## config.mk

```make
export PLATFORM = sky130hd
export DESIGN_NAME = serial_adder
export DESIGN_NICKNAME = d
export VERILOG_FILES = /design/src/rtl/serial_adder.sv
export SDC_FILE = /design/constraint.sdc
export NUM_CORES = 1
export LEC_CHECK = 0
export ABC_AREA = 1
export BUFFER_PORTS_ARGS = -buffer_cell sky130_fd_sc_hd__buf_2
export CORE_UTILIZATION = 51
export CTS_BUF_LIST = sky130_fd_sc_hd__clkbuf_16
export CTS_CLUSTER_SIZE = 24
export DETAILED_ROUTE_END_ITERATION = 10
export HOLD_SLACK_MARGIN = 0.12
export PLACE_DENSITY = 0.87
export SETUP_SLACK_MARGIN = 0.3
export SYNTH_ARGS = -nofsm -noshare
export SYNTH_HDL_FRONTEND = slang
export SYNTH_SLANG_ARGS = --single-unit
```

## constraint.sdc

```tcl
create_clock -name clk -period 2.8 [get_ports clk]
set_clock_uncertainty 0.1 [all_clocks]
set_input_delay 0.42 -clock clk [delete_from_list [all_inputs] [get_ports clk]]
set_output_delay 0.42 -clock clk [all_outputs]
set_load 0.01 [all_outputs]
```

## src/rtl/serial_adder.sv

```systemverilog
// Multi-cycle adder/subtractor: processes CHUNK bits per clock through a small
// ripple slice, publishing sum/cout/ovf together when the last chunk completes.

module serial_adder_chunk #(
    parameter int CHUNK = 4
) (
    input  logic [CHUNK-1:0] x,
    input  logic [CHUNK-1:0] y,
    input  logic             ci,
    output logic [CHUNK-1:0] s,
    output logic             c_msb,
    output logic             co
);
    logic [CHUNK:0] c;

    assign c[0] = ci;

    for (genvar i = 0; i < CHUNK; i++) begin : g_bit
        assign s[i]   = x[i] ^ y[i] ^ c[i];
        assign c[i+1] = (x[i] & y[i]) | (c[i] & (x[i] ^ y[i]));
    end

    // carry into the chunk's top bit feeds the signed-overflow detect
    assign c_msb = c[CHUNK-1];
    assign co    = c[CHUNK];
endmodule

module serial_adder #(
    parameter int WIDTH = 16,
    parameter int CHUNK = 4
) (
    input  logic             clk,
    input  logic             rst_n,
    input  logic             start,
    input  logic             sub,
    input  logic [WIDTH-1:0] a,
    input  logic [WIDTH-1:0] b,
    input  logic             cin,
    output logic             busy,
    output logic             done,
    output logic [WIDTH-1:0] sum,
    output logic             cout,
    output logic             ovf
);
    localparam int NCH = WIDTH / CHUNK;
    localparam int KW  = (NCH > 1) ? $clog2(NCH) : 1;

    typedef enum logic [1:0] {IDLE, RUN, DONE} state_t;

    state_t           state;
    logic [WIDTH-1:0] opa, opb, acc, acc_nx;
    logic             carry;
    logic [KW-1:0]    k;
    logic [CHUNK-1:0] xa, xb, cs;
    logic             c_msb, c_out;

    // shifts instead of indexed part-selects keep the CHUNK==WIDTH case in range
    always_comb begin
        xa     = CHUNK'(opa >> (int'(k) * CHUNK));
        xb     = CHUNK'(opb >> (int'(k) * CHUNK));
        acc_nx = acc | (WIDTH'(cs) << (int'(k) * CHUNK));
    end

    serial_adder_chunk #(.CHUNK(CHUNK)) u_chunk (
        .x     (xa),
        .y     (xb),
        .ci    (carry),
        .s     (cs),
        .c_msb (c_msb),
        .co    (c_out)
    );

    always_ff @(posedge clk or negedge rst_n) begin
        if (!rst_n) begin
            state <= IDLE;
            opa   <= '0;
            opb   <= '0;
            acc   <= '0;
            carry <= 1'b0;
            k     <= '0;
            busy  <= 1'b0;
            done  <= 1'b0;
            sum   <= '0;
            cout  <= 1'b0;
            ovf   <= 1'b0;
        end else begin
            case (state)
                IDLE, DONE: begin
                    done <= 1'b0;
                    if (start) begin
                        // subtraction as a + ~b + ~cin
                        opa   <= a;
                        opb   <= b ^ {WIDTH{sub}};
                        carry <= cin ^ sub;
                        acc   <= '0;
                        k     <= '0;
                        busy  <= 1'b1;
                        state <= RUN;
                    end else begin
                        state <= IDLE;
                    end
                end
                RUN: begin
                    acc   <= acc_nx;
                    carry <= c_out;
                    if (k == KW'(NCH - 1)) begin
                        k     <= '0;
                        busy  <= 1'b0;
                        done  <= 1'b1;
                        sum   <= acc_nx;
                        cout  <= c_out;
                        ovf   <= c_msb ^ c_out;
                        state <= DONE;
                    end else begin
                        k <= k + 1'b1;
                    end
                end
                default: state <= IDLE;
            endcase
        end
    end
endmodule

```

# == Yosys cells after proc, flatten, opt, wreduce, memory -nomap -nowiden ==
# Index checks and enable logic that the tools add are counted.
# W data, S select, Z words.
# totals
reg_bits,73
in_bits,37
output_inout_bits,20
word_cells,67
# classes
addsub,1
eq_ne,5
shift,3
n_mux,15
bitwise,24
reduce_logical,8
# ops
cell,n
$pmux W16 S2,1
$shr A16 B4 Y4,2
$mux W16,1
$or A16 B16 Y16,1
$shl A4 B4 Y16,1
$xor A16 B16 Y16,1
$xor A1 B1 Y1,10
$and A1 B1 Y1,8
$pmux W2 S2,2
$reduce_and A2 Y1,4
$mux W2,3
$pmux W1 S2,3
$mux W1,5
$eq A2 B2 Y1 const B,2
$ne A2 B2 Y1 const B,2
$or A1 B1 Y1,4
$reduce_and A3 Y1,1
$add A2 B1 Y2 const B,1
$eq A2 B1 Y1 const B,1
$logic_not A2 Y1,1
$reduce_bool A2 Y1,1
$reduce_or A2 Y1,1

# == Depth between registers and ports, before layout ==
# logic_depth
word_depth,12
ltp_mapped,14
depth_no_buf,13

# == By module ==
# Synthesis repeated with hierarchy kept, for this count alone.
# unflattened
cells_unflattened,444
hier_area_um2,3539.6
# modules_own_cells
module,n_inst,cells_per_inst,area_per_inst_um2,seq_area_each_um2
serial_adder,1,432,3429.5,1826.8
serial_adder_chunk,1,12,110.1,0.0

# == Worst setup path before layout ==
# OpenSTA, ideal clock, no wires.
# synth_path
kind,reg-to-reg
start,reg k[0]
end,reg acc[15]
setup_ns,0.116
t_arrival_ns,2.698
required_time_ns,2.584
path_slack_ns,-0.115
path_stages_with_launch,15
n_path_buf,1
period_less_slack_ns,2.915
path_cell_list,dfrtp_1 clkinv_1 clkbuf_1 nand2_1 nand3_1 nand2_1 fa_1 fa_1 inv_1 fa_1 fa_1 nand2_1 o21bai_1 nand2_1 nand2_1
# synth_via
elab_chain_cells,12
word_cells_on_any_way,19
classes_between,shift: 3; mux: 1; bitwise: 15
# synth_rtl
element,line,source
"start, declared",53,logic [KW-1:0] k;
"start signal, assigned",115,k <= k + 1'b1;
"$shr A16 B4 Y4, on equally long branches","59, 60",
$xor A1 B1 Y1,20,assign c[i+1] = (x[i] & y[i]) | (c[i] & (x[i] ^ y[i]));
$and A1 B1 Y1,20,
$or A1 B1 Y1,20,
$and A1 B1 Y1,20,
$or A1 B1 Y1,20,
$and A1 B1 Y1,20,
$or A1 B1 Y1,20,
$xor A1 B1 Y1,19,assign s[i] = x[i] ^ y[i] ^ c[i];
$shl A4 B4 Y16 *,61,acc_nx = acc | (WIDTH'(cs) << (int'(k) * CHUNK));
$or A16 B16 Y16 *,61,
$pmux W16 S2 *,87,case (state)
"end signal, assigned",104,acc <= acc_nx;
"end, declared",51,"logic [WIDTH-1:0] opa, opb, acc, acc_nx;"
# Mark *: on every way between the ends. The rest lies on a longest branch, timed or not.
# A chain may end at the register's enable or synchronous reset.

# == Worst setup path after layout ==
# layout_path
start,reg k[0]
end,reg acc[7]
# The elaborated chain is that of the path after synthesis.

==> qor.csv <==
metric;value;unit
Worst Tran Pin Value;0.440;ns
critical path arrival;2.98;ns
top cell type's share of synthesized area;51.2;%
largest area contributor in the netlist;dfrtp_1;
# diodes;0;
Final Power;6.02;mW
antenna violations before repair;0;
DRC viols;0;
setup ws final;-0.0117;ns
Seq pwr share;31.0;%
Placed Area;3910;um^2
crit end category;register;
FF+latch count, synth;73;
unrepaired setup endpoints after global routing;yes;
Leak;2.49;nW
Initial Util;52.6;%
most frequent cell after synthesis;nand2_1;
drt wl/cell;13.3;um
Area contributors post-synth;dfrtp_1 51%, nand2_1 26%, xor2_1 4.2%;
DR vias/cell;5.06;
pin count of the biggest net entering global routing;74;
crit-path max FO;4;
Gate power share;52.6;%
first-pass GRT wire length;14.2;mm
switching fraction of total power;43.8;%
Final min period;2.81;ns
Mapped Area;3570;um^2
IO buf count;56;
post-synthesis cell type count;21;
pre-CTS setup slack;0.00297;ns
Startpoint Class;register;
Synth top cells by count;250 x nand2_1, 73 x dfrtp_1, 32 x inv_1, 20 x nand3_1, 17 x xor2_1;
Die Area;7340;um^2
CP peak stage delay;0.60;ns
DR iter-0 viols;201;
Final #Nets;562;
DP HPWL;5.19;mm
Slew Limit Headroom;70.7;%
CP Cell Sequence;buf_4 -> clkinv_2 -> buf_4 -> nand2_1 -> nand3_1 -> nand2_2 -> fa_2 -> inv_2 -> fa_2 -> fa_2 -> nand2_4 -> o21bai_4 -> nand2_1 -> nand2_1;
total number of vias;3140;
fin crit share;100;%
EDFF count, synth;0;
clk buf depth;2;
failing checks;negative setup slack;
run status;complete, but fails checks;
Max Cap Violations;0;
WP buf/inv;4;
FFs w/ async S/R, synth;100;%
Max Fclk;356;MHz
Synthesis Warnings;0;
Clock Latency Late Sink;0.33;ns
Clk pwr share;16.4;%
Area growth, synth to finish;23.3;%
Die X;85.7;um
worst hold-check path type;input pin to register;
Post-Syn Nets;493;
routability-driven placement congestion ratio;0.822;
final setup vio count;3;
post-route ant nets;0;
Final Max Tran Viols;0;
TritonCTS Buffers;9;
fin cells;620;
GRT Overall Usage;25.1;%
Final Hold Viols;0;
Mean Syn Cell Area;7.92;um^2
internal power;3.38;mW
I/O pins;57;
ys flop type;dfrtp_1;
Max H-tree Level;3;
peak supply drop;0.596;mV
Chip Height;85.7;um
Clock transition at path regs;0.05;ns
root buf cell;clkbuf_16;
Cell Pwr Density;1370;nW/um^2
share of cells above drive strength 1;24.4;%
placed insts;591;
routed wire length;8.22;mm
CTS tree;built;
Remaining Overflow, GRT;0;
Cells after Synth;451;
DR pass1 iterations;5;
Rows;30;
Switching Power;2.64;mW
CTS sink count;73;
CP Data Required Time;2.97;ns
via count of the first global-routing pass;3101;
post-synthesis sequential area ratio;51.2;%
design area;4400;um^2
delay-heaviest family, CP;adder cells;
Max stage delay cell, worst path;fa_2;
Core Box Area;6790;um^2
CP Class;register to register;
==> final cells by class <==
type,count,area [um^2]
fillers,518,2390
flip-flops and latches,73,1830
multi-input cells,323,1590
repair buffers,78,472
clock buffers,9,225
inverters,34,133
well taps,96,120
clock inverters,6,27.5
repair inverters,1,5.00
==> placed cells by master (no fill, tap or decap), types with 9 or more instances in the layout <==
master and n:
clkbuf_16 9, nor2_1 10, nand3_1 13, buf_4 17, o21ai_0 9, nand2_2 13
dfrtp_1 71, inv_1 31, nand2_1 236, xor2_1 16, buf_2 56
==> metrics by stage <==
step	setup TNS (ns)	utilization [%]	hold slack, ns
global placement	0	57.6	0.354
finish	-0.0151	64.8	0.178
detailed placement	0	57.6	0.358
CTS	0	63.3	0.175
floorplan	0	-	0.0244
global route	-0.527	64.8	0.195
==> sequential cells by signal, summed over array words and instances, names as in the netlist <==
signal and flops:
carry 1, sum 16, cout 1, acc 16
opa 16, ovf 1, opb 16, state 2
done 1, busy 1, k 2
==> path summary, 6_finish.rpt <==
kind,start,to,slack (ns),cells after the start
setup / recovery,k[0],acc[7],-0.01,14
max in group asynchronous,rst_n,k[0],1.74,3
hold reg to reg,cout,cout,0.37,2
min in group asynchronous,rst_n,sum[8],0.55,3
hold / removal,a[6],opa[6],0.18,3
setup reg to reg,k[0],acc[7],-0.01,14
==> routing by layer <==
metal / vias to the layer above / share of wire (%) / track usage [%]
met5: - / 0 / 0
met4: 0 / 3.3 / 14.4
met3: 27 / 6.1 / 5.00
met2: 149 / 50 / 41.4
met1: 1466 / 41 / 30.9
li1: 1498 / - / -
==> power groups by stage <==
| stage | logic, mW | clock network (mW) | registers, mW |
|---|---|---|---|
| after floorplan | 1.94 | 0 | 1.83 |
| after global routing | 3.52 | 1.05 | 1.91 |
| after global placement | 2.45 | 0 | 1.82 |
| after CTS | 2.81 | 1.00 | 1.84 |
| final | 3.17 | 0.988 | 1.86 |
| after detailed placement | 2.56 | 0 | 1.84 |
==> kinds of logic (layout without fill, tap and decap cells) <==
family / after synthesis / count (layout) / share of synthesized area, %
AND/OR/NAND/NOR: 284 / 284 / 31.4
flip-flops: 73 / 73 / 51.2
buffers and inverters: 55 / 128 / 7.78
AO/OA/AOI/OAI: 17 / 17 / 2.94
XOR/XNOR: 17 / 17 / 4.17
adder cells (fa/ha/maj): 5 / 5 / 2.59
==> worst register-to-register path, stage by stage, from the launching register on <==
cell and delay [ns]:
dfrtp_2 0.43, buf_4 0.14, clkinv_2 0.06, buf_4 0.14
nand2_1 0.07, nand3_1 0.11, nand2_2 0.11, fa_2 0.20
inv_2 0.05, fa_2 0.41, fa_2 0.61, nand2_4 0.08
o21bai_4 0.12, nand2_1 0.06, nand2_1 0.07
==> timing repair <==
action	CTS	global route
hold buffers	1	0
pin swaps	14	15
setup endpoints to repair	19	19
buffers inserted	11	1
hold endpoints to repair	73	0
gates resized for setup	14	21
gates cloned	1	0
Note: power is estimated with default switching activity, not from simulation.
